`config.mk`:
```
export PLATFORM = sky130hd
export DESIGN_NAME = irq_pending_ctrl
export DESIGN_NICKNAME = d
export VERILOG_FILES = /design/src/rtl/irq_pending_ctrl_pkg.sv /design/src/rtl/irq_pending_ctrl_edge_latch.sv /design/src/rtl/irq_pending_ctrl.sv
export SDC_FILE = /design/constraint.sdc
export NUM_CORES = 1
export LEC_CHECK = 0
export CAP_MARGIN = 20
export CORE_UTILIZATION = 45
export CTS_CLUSTER_DIAMETER = 120
export DETAILED_ROUTE_END_ITERATION = 8
export GPL_TIMING_DRIVEN = 1
export PLACE_DENSITY = 0.84
export SLEW_MARGIN = 20
export SYNTH_ARGS = -nofsm -noshare
export SYNTH_HDL_FRONTEND = slang
export SYNTH_HIERARCHICAL = 1
export SYNTH_SLANG_ARGS = --single-unit
```
`constraint.sdc`:
```
create_clock -name clk -period 1.96 [get_ports clk]
set_clock_uncertainty 0.2 [all_clocks]
set_input_delay 0.294 -clock clk [delete_from_list [all_inputs] [get_ports clk]]
set_output_delay 0.294 -clock clk [all_outputs]
set_load 0.05 [all_outputs]
```
`src/rtl/irq_pending_ctrl_pkg.sv`:
```
// rtl/irq_pending_ctrl_pkg.sv - shared constants and FSM encoding for irq_pending_ctrl
package irq_pending_ctrl_pkg;

    localparam int IRQ_N   = 8;
    localparam int IRQ_IDW = 3;

    typedef enum logic [1:0] {
        IDLE = 2'd0,
        REQ  = 2'd1,
        SVC  = 2'd2
    } state_t;

endpackage

```
`src/rtl/irq_pending_ctrl_edge_latch.sv`:
```
// rtl/irq_pending_ctrl_edge_latch.sv - rising-edge capture into pending with set-wins clear
//
// Ports:
//   clk, rst  - clock, asynchronous active-high reset
//   lines     - set vector source: request lines, a bit is set on its rising edge
//   clr_en    - clear one pending bit this cycle
//   clr_idx   - index of the bit to clear
//   pending   - pending register
module irq_edge_latch
    import irq_pending_ctrl_pkg::*;
(
    input  logic               clk,
    input  logic               rst,
    input  logic [IRQ_N-1:0]   lines,
    input  logic               clr_en,
    input  logic [IRQ_IDW-1:0] clr_idx,
    output logic [IRQ_N-1:0]   pending
);

    logic [IRQ_N-1:0] prev_in;
    logic [IRQ_N-1:0] rise;
    logic [IRQ_N-1:0] clr_vec;

    assign rise    = lines & ~prev_in;
    assign clr_vec = clr_en ? (IRQ_N'(1) << clr_idx) : '0;

    always_ff @(posedge clk or posedge rst) begin
        if (rst) begin
            prev_in <= '0;
            pending <= '0;
        end else begin
            prev_in <= lines;
            // Set is applied after clear so a new edge during its own ack survives.
            pending <= (pending & ~clr_vec) | rise;
        end
    end

endmodule

```
`src/rtl/irq_pending_ctrl.sv`:
```
// rtl/irq_pending_ctrl.sv - pending/mask/priority select with req-ack and in-service tracking
//
// Ports:
//   clk, rst    - clock, asynchronous active-high reset
//   en          - enables issuing new requests
//   irq_in      - request lines (synchronous to clk)
//   mask        - 1 blocks a line from selection (still latched into pending)
//   irq_ack     - consumer accepts presented index (pulse)
//   eoi         - end of interrupt for the in-service line (pulse)
//   irq_req     - index valid
//   irq_id      - selected line index, stable while irq_req=1
//   in_service  - an acknowledged interrupt is being serviced
//   pending     - pending register status
module irq_pending_ctrl
    import irq_pending_ctrl_pkg::*;
(
    input  logic               clk,
    input  logic               rst,
    input  logic               en,
    input  logic [IRQ_N-1:0]   irq_in,
    input  logic [IRQ_N-1:0]   mask,
    input  logic               irq_ack,
    input  logic               eoi,
    output logic               irq_req,
    output logic [IRQ_IDW-1:0] irq_id,
    output logic               in_service,
    output logic [IRQ_N-1:0]   pending
);

    // Highest set bit wins; later loop iterations override earlier ones.
    function automatic logic [IRQ_IDW-1:0] hi_sel(input logic [IRQ_N-1:0] v);
        logic [IRQ_IDW-1:0] s;
        s = '0;
        for (int i = 0; i < IRQ_N; i++) begin
            if (v[i]) s = IRQ_IDW'(i);
        end
        return s;
    endfunction

    state_t             state, state_n;
    logic               req_n;
    logic [IRQ_IDW-1:0] id_n;
    logic               svc_n;
    logic               clr_en;
    logic [IRQ_N-1:0]   cand;

    assign cand = pending & ~mask;

    irq_edge_latch u_latch (
        .clk     (clk),
        .rst     (rst),
        .lines   (irq_in),
        .clr_en  (clr_en),
        .clr_idx (irq_id),
        .pending (pending)
    );

    always_ff @(posedge clk or posedge rst) begin
        if (rst) begin
            state      <= IDLE;
            irq_req    <= 1'b0;
            irq_id     <= '0;
            in_service <= 1'b0;
        end else begin
            state      <= state_n;
            irq_req    <= req_n;
            irq_id     <= id_n;
            in_service <= svc_n;
        end
    end

    always_comb begin
        state_n = state;
        req_n   = irq_req;
        id_n    = irq_id;
        svc_n   = in_service;
        clr_en  = 1'b0;
        unique case (state)
            IDLE: begin
                if (en && (cand != '0)) begin
                    state_n = REQ;
                    req_n   = 1'b1;
                    id_n    = hi_sel(cand);
                end
            end
            REQ: begin
                // Ack takes precedence over a simultaneous enable drop.
                if (irq_ack) begin
                    clr_en  = 1'b1;
                    req_n   = 1'b0;
                    svc_n   = 1'b1;
                    state_n = SVC;
                end else if (!en) begin
                    req_n   = 1'b0;
                    state_n = IDLE;
                end
            end
            SVC: begin
                if (eoi) begin
                    svc_n   = 1'b0;
                    state_n = IDLE;
                end
            end
            default: begin
                state_n = IDLE;
                req_n   = 1'b0;
                svc_n   = 1'b0;
            end
        endcase
    end

endmodule
```
Word-level counts from Yosys, hierarchy flattened
Cells that the tools add are included.

operators by class
  muxes and demuxes = 22
  reductions and logical operators = 7
  shifts and indexed selects = 1
  bitwise operators = 9
  equality and inequality tests = 6

operators with widths
  kind                                                                number
  8-bit AND                                                           3
  8-bit NOT                                                           3
  3-bit two-way mux                                                   6
  3-bit AND reduction                                                 3
  1-bit two-way mux                                                   8
  2-bit two-way mux                                                   4
  8-bit two-way mux                                                   1
  8-bit bitwise OR                                                    1
  8-bit nonzero test                                                  1
  1-bit by 3-bit left shift with 8-bit output (first input constant)  1
  2-bit != test (second input constant)                               3
  1-bit one-hot mux with 3 select lines                               2
  2-bit one-hot mux with 3 select lines                               1
  3-bit != test (second input constant)                               1
  2-bit by 1-bit == test with 1-bit output (second input constant)    1
  2-bit == test (second input constant)                               1
  2-bit zero test                                                     1
  1-bit NOT                                                           2
  2-bit AND reduction                                                 1
  1-bit logical AND                                                   1

storage, ports and cells
  output and inout port bits = 13
  flip-flop bits (word level) = 23
  input bits = 21
  logic and storage cells = 51

Logic depth before layout (Yosys ltp)
  word-level depth = 9
  mapped depth = 4
  gate-level depth less buffers = 4

Hierarchy
Netlist, hierarchy kept.

by module, submodules not included
  module            times used  area an instance (um2)  cells an instance  seq. area each (um2)
  irq_edge_latch    1           613.1                   45                 400.4
  irq_pending_ctrl  1           490.5                   43                 175.2

Worst setup path before layout
OpenSTA, ideal clock, no wires.

  path kind = register to register
  start point = register u_latch.pending[4]
  end point = register irq_id[0]
  buffers on the path = 0
  arrival = 1,398 ps
  cell stages (with the launch flop) = 5
  slack = 237 ps
  period minus slack after synthesis = 1,723 ps
  cells stage by stage = dfrtp_1 nand2b_2 nand4_4 o21ai_4 mux2_4

on the way
  word-level cells in the longest chain between the ends = 5
  elaborated cells on any way between the ends = 8
  those cells by class = mux: 4; bitwise: 1; reduce/logical: 3

RTL lines
  item                             RTL line                           RTL
  start: declaration               irq_pending_ctrl_edge_latch.sv:17  output logic [IRQ_N-1:0] pending
  start signal: assignment         irq_pending_ctrl_edge_latch.sv:34  pending <= (pending & ~clr_vec) | rise;
  8-bit AND *                      irq_pending_ctrl.sv:47             assign cand = pending & ~mask;
  3-bit two-way mux (4 in series)  irq_pending_ctrl.sv:35             if (v[i]) s = IRQ_IDW'(i);
  end signal: assignment           irq_pending_ctrl.sv:67             irq_id <= id_n;
  end: declaration                 irq_pending_ctrl.sv:25             output logic [IRQ_IDW-1:0] irq_id,

Every way passes the cells marked *; elsewhere a longest branch is shown, timed or not.
A chain may end at the register's enable or synchronous reset.

Worst setup path after layout
  start point = register irq_id[2]
  end point = output irq_id[2]

No word-level cell between the ends.

==> metrics.md <==
| Metric | Value |
|---|---|
| Final Cell Area | `1470 sq um` |
| Final ANT Viol Nets | `0` |
| CTS H-tree lvls | `1` |
| Nets | `148` |
| Hold Violations, Final | `0` |
| WL/cell | `15.24 microns` |
| Final Core Density | `0.6521` |
| Placeable Area | `2255 sq um` |
| Sequential fraction of the synthesis area | `0.5215` |
| Clk_lat worst skew | `0.30 ns` |
| Fill count | `187` |
| GRT Util Overall | `0.1991` |
| Cts bufs inserted | `3` |
| Die width | `51.52 microns` |
| CTS Buffer Depth | `2` |
| Layout cells sized above 1 | `0.2857` |
| Warnings from Yosys | `6` |
| Clock transition at path regs | `0.12 ns` |
| Hold Buf Count CTS | `0` |
| Die footprint | `2654 sq um` |
| CTS root buffer | `clkbuf_4` |
| Pwr/cell area | `921.3 nW/um^2` |
| Drt total wl | `2.347 mm` |
| Fmax | `603.7 MHz` |
| Critical path buffer and inverter count | `1` |
| Count of different cell masters after synthesis | `27` |
| CP max FO | `10` |
| Fin Hold WS | `0.02860 ns` |
| R2R cell count | `5` |
| TritonCTS clock tree | `done` |
| Final Slew Violations | `0` |
| Antenna Cells | `0` |
| Final Wtd Congestion | `0.8219` |
| Startpoint types | `flip-flop` |
| Leak Pwr | `0.0007086 uW` |
| Final setup viols | `0` |
| Net count after synthesis | `109` |
| VDD IR max | `0.0008344 V` |
| WP data arrival | `1.16 ns` |
| PostCTS Resize Cnt | `0` |
| HPWL Detailed | `1.753 mm` |
| Post-CTS setup repair buffer count | `0` |
| Max-Cap Viols | `0` |
| Layout area overhead | `33.22%` |
| I/O Buffers | `33` |
| Die H | `51.52 microns` |
| Standard-cell row count | `17` |
| Cell chain of the critical path | `buf_4` |
| Drt pass-1 iters | `4` |
| First-pass GRT wire length | `3.836 mm` |
| Slew @ Worst Pin | `0.6383 ns` |
| Register bit total from synthesis | `23` |
| Initial antenna violation count | `0` |
| Slew margin rel. | `0.5740` |
| Minimum clock period | `1.657 ns` |
| Top delay family on crit path | `flip-flops` |
| Combined area of the multi-input logic cells | `471.7 sq um` |
| Setup tns final | `0 ns` |
| Worst path depth | `1` |
| DP Area | `1444 sq um` |
| Ports | `34` |
| Overflow left after global routing | `0` |
| Hold Path Class | `input pin to asynchronous set/reset pin` |
| Max incr delay on CP | `0.58 ns` |
| Number of clock sinks | `23` |
| Slowest-stage cell, CP | `dfrtp_1` |
| Unrepaired setup endpoints after global routing | `no` |
| Via count | `810` |
| Worst setup EP type | `output pin` |
| Final worst path period share | `0.8452` |
| FF/Latch Area | `575.6 sq um` |
| Residual DRC count | `0` |
| Outcome | `finished, final reports clean` |
| Largest net degree at the start of global routing | `17` |
| DRT iter0 DRCs | `16` |
| Initial Util | `0.4895` |
| Required @ worst endpoint | `1.47 ns` |
| Kind of critical path | `flip-flop to output pin` |
| Syn Area/Cell | `12.54 sq um` |
| Vias per cell | `5.260` |
| Cell area after synthesis | `1104 sq um` |
| Cells after Synth | `88` |
| Vias in the first global route | `819` |
## synthesized netlist by cell type (all sizes together)
master / count / area [sq um]
a21boi: 1 / 7.510
a21o: 2 / 15.01
a22o: 4 / 35.03
a31o: 1 / 8.760
and2b: 1 / 7.510
and4bb: 3 / 37.54
dfrtp: 23 / 575.6
inv: 15 / 56.30
mux2: 3 / 45.04
nand2: 6 / 22.52
nand2b: 9 / 93.84
nand4: 2 / 27.53
nand4b: 3 / 26.28
nor2: 3 / 13.77
nor3: 1 / 5.000
nor3b: 1 / 7.510
nor4b: 1 / 15.01
o2111ai: 1 / 26.28
o211ai: 1 / 7.510
o21ai: 3 / 26.28
o22ai: 4 / 43.80
## routing by layer
layer | vias up | track usage | routed length, microns
li1 | 377 | - | -
met1 | 403 | 0.2595 | 1020
met2 | 24 | 0.3247 | 1171
met3 | 6 | 0.02632 | 112
met4 | 0 | 0.09910 | 43
met5 | - | 0 | 0
## final timing paths
kind                            slack [ns]                          from                           end
min in group clk                      0.24  u_latch/prev_in[0]$_DFF_PP0_  u_latch/pending[0]$_DFF_PP0_
worst max register to register        0.40          state[0]$_DFFE_PP0P_  u_latch/pending[1]$_DFF_PP0_
worst min-delay path                  0.03                           rst         irq_id[2]$_DFFE_PP0P_
max in group asynchronous             0.97                           rst  u_latch/prev_in[3]$_DFF_PP0_
worst min register to register        0.24  u_latch/prev_in[0]$_DFF_PP0_  u_latch/pending[0]$_DFF_PP0_
worst max-delay path                  0.30         irq_id[2]$_DFFE_PP0P_                     irq_id[2]
## per-stage QoR
step	total power, uW	std cells	worst slack, ns
after floorplan	962.8	88	0.2365
after global placement	1132	150	0.07913
after detailed placement	1146	150	0.03392
after CTS	1363	154	0.3148
after global routing	1419	154	0.2596
final	1354	154	0.3035
## layout by cell type, fill, tap and decap left out, drive strengths merged
| master | instances |
|---|---|
| nand4 | 2 |
| and2b | 1 |
| and4bb | 3 |
| mux2 | 3 |
| o2111ai | 1 |
| nor4b | 1 |
| clkbuf | 4 |
| buf | 14 |
| o22ai | 4 |
| inv | 15 |
| a31o | 1 |
| o211ai | 1 |
| nand2b | 9 |
| nor2 | 3 |
| dfrtp | 23 |
| nor3b | 1 |
| nor3 | 1 |
| a21o | 2 |
| o21ai | 3 |
| nand2 | 6 |
| a21boi | 1 |
| a22o | 4 |
| nand4b | 3 |
| clkdlybuf4s50 | 20 |
## area by class of cell
| class | count | share of cell area |
|---|---|---|
| Multi-Input combinational cell | 50 | 0.3209 |
| Inverter | 15 | 0.03830 |
| Clock buffer | 4 | 0.01787 |
| Timing Repair Buffer | 34 | 0.2077 |
| Sequential cell | 23 | 0.3915 |
| Tap cell | 28 | 0.02383 |
## sequential cells by signal (all words and copies together) (netlist names)
signal and flops:
u_latch/pending 8, u_latch/prev_in 8, irq_id 3, state 2, in_service 1, irq_req 1
## logic make-up after synthesis
family	Yosys count	share of synthesized area
DFF	23	0.5215
muxes	3	0.04081
and+or+nand+nor	30	0.2324
AOI/OAI and AO/OA	17	0.1542
buffers and inverters	15	0.05102
## power by group
| group | switching (uW) | internal (uW) | leakage [uW] |
|---|---|---|---|
| registers | 101 | 538 | 0.000245 |
| clock network | 137 | 79.4 | 0.0000150 |
| logic | 293 | 207 | 0.000449 |
(Power assumes the default switching activity.)
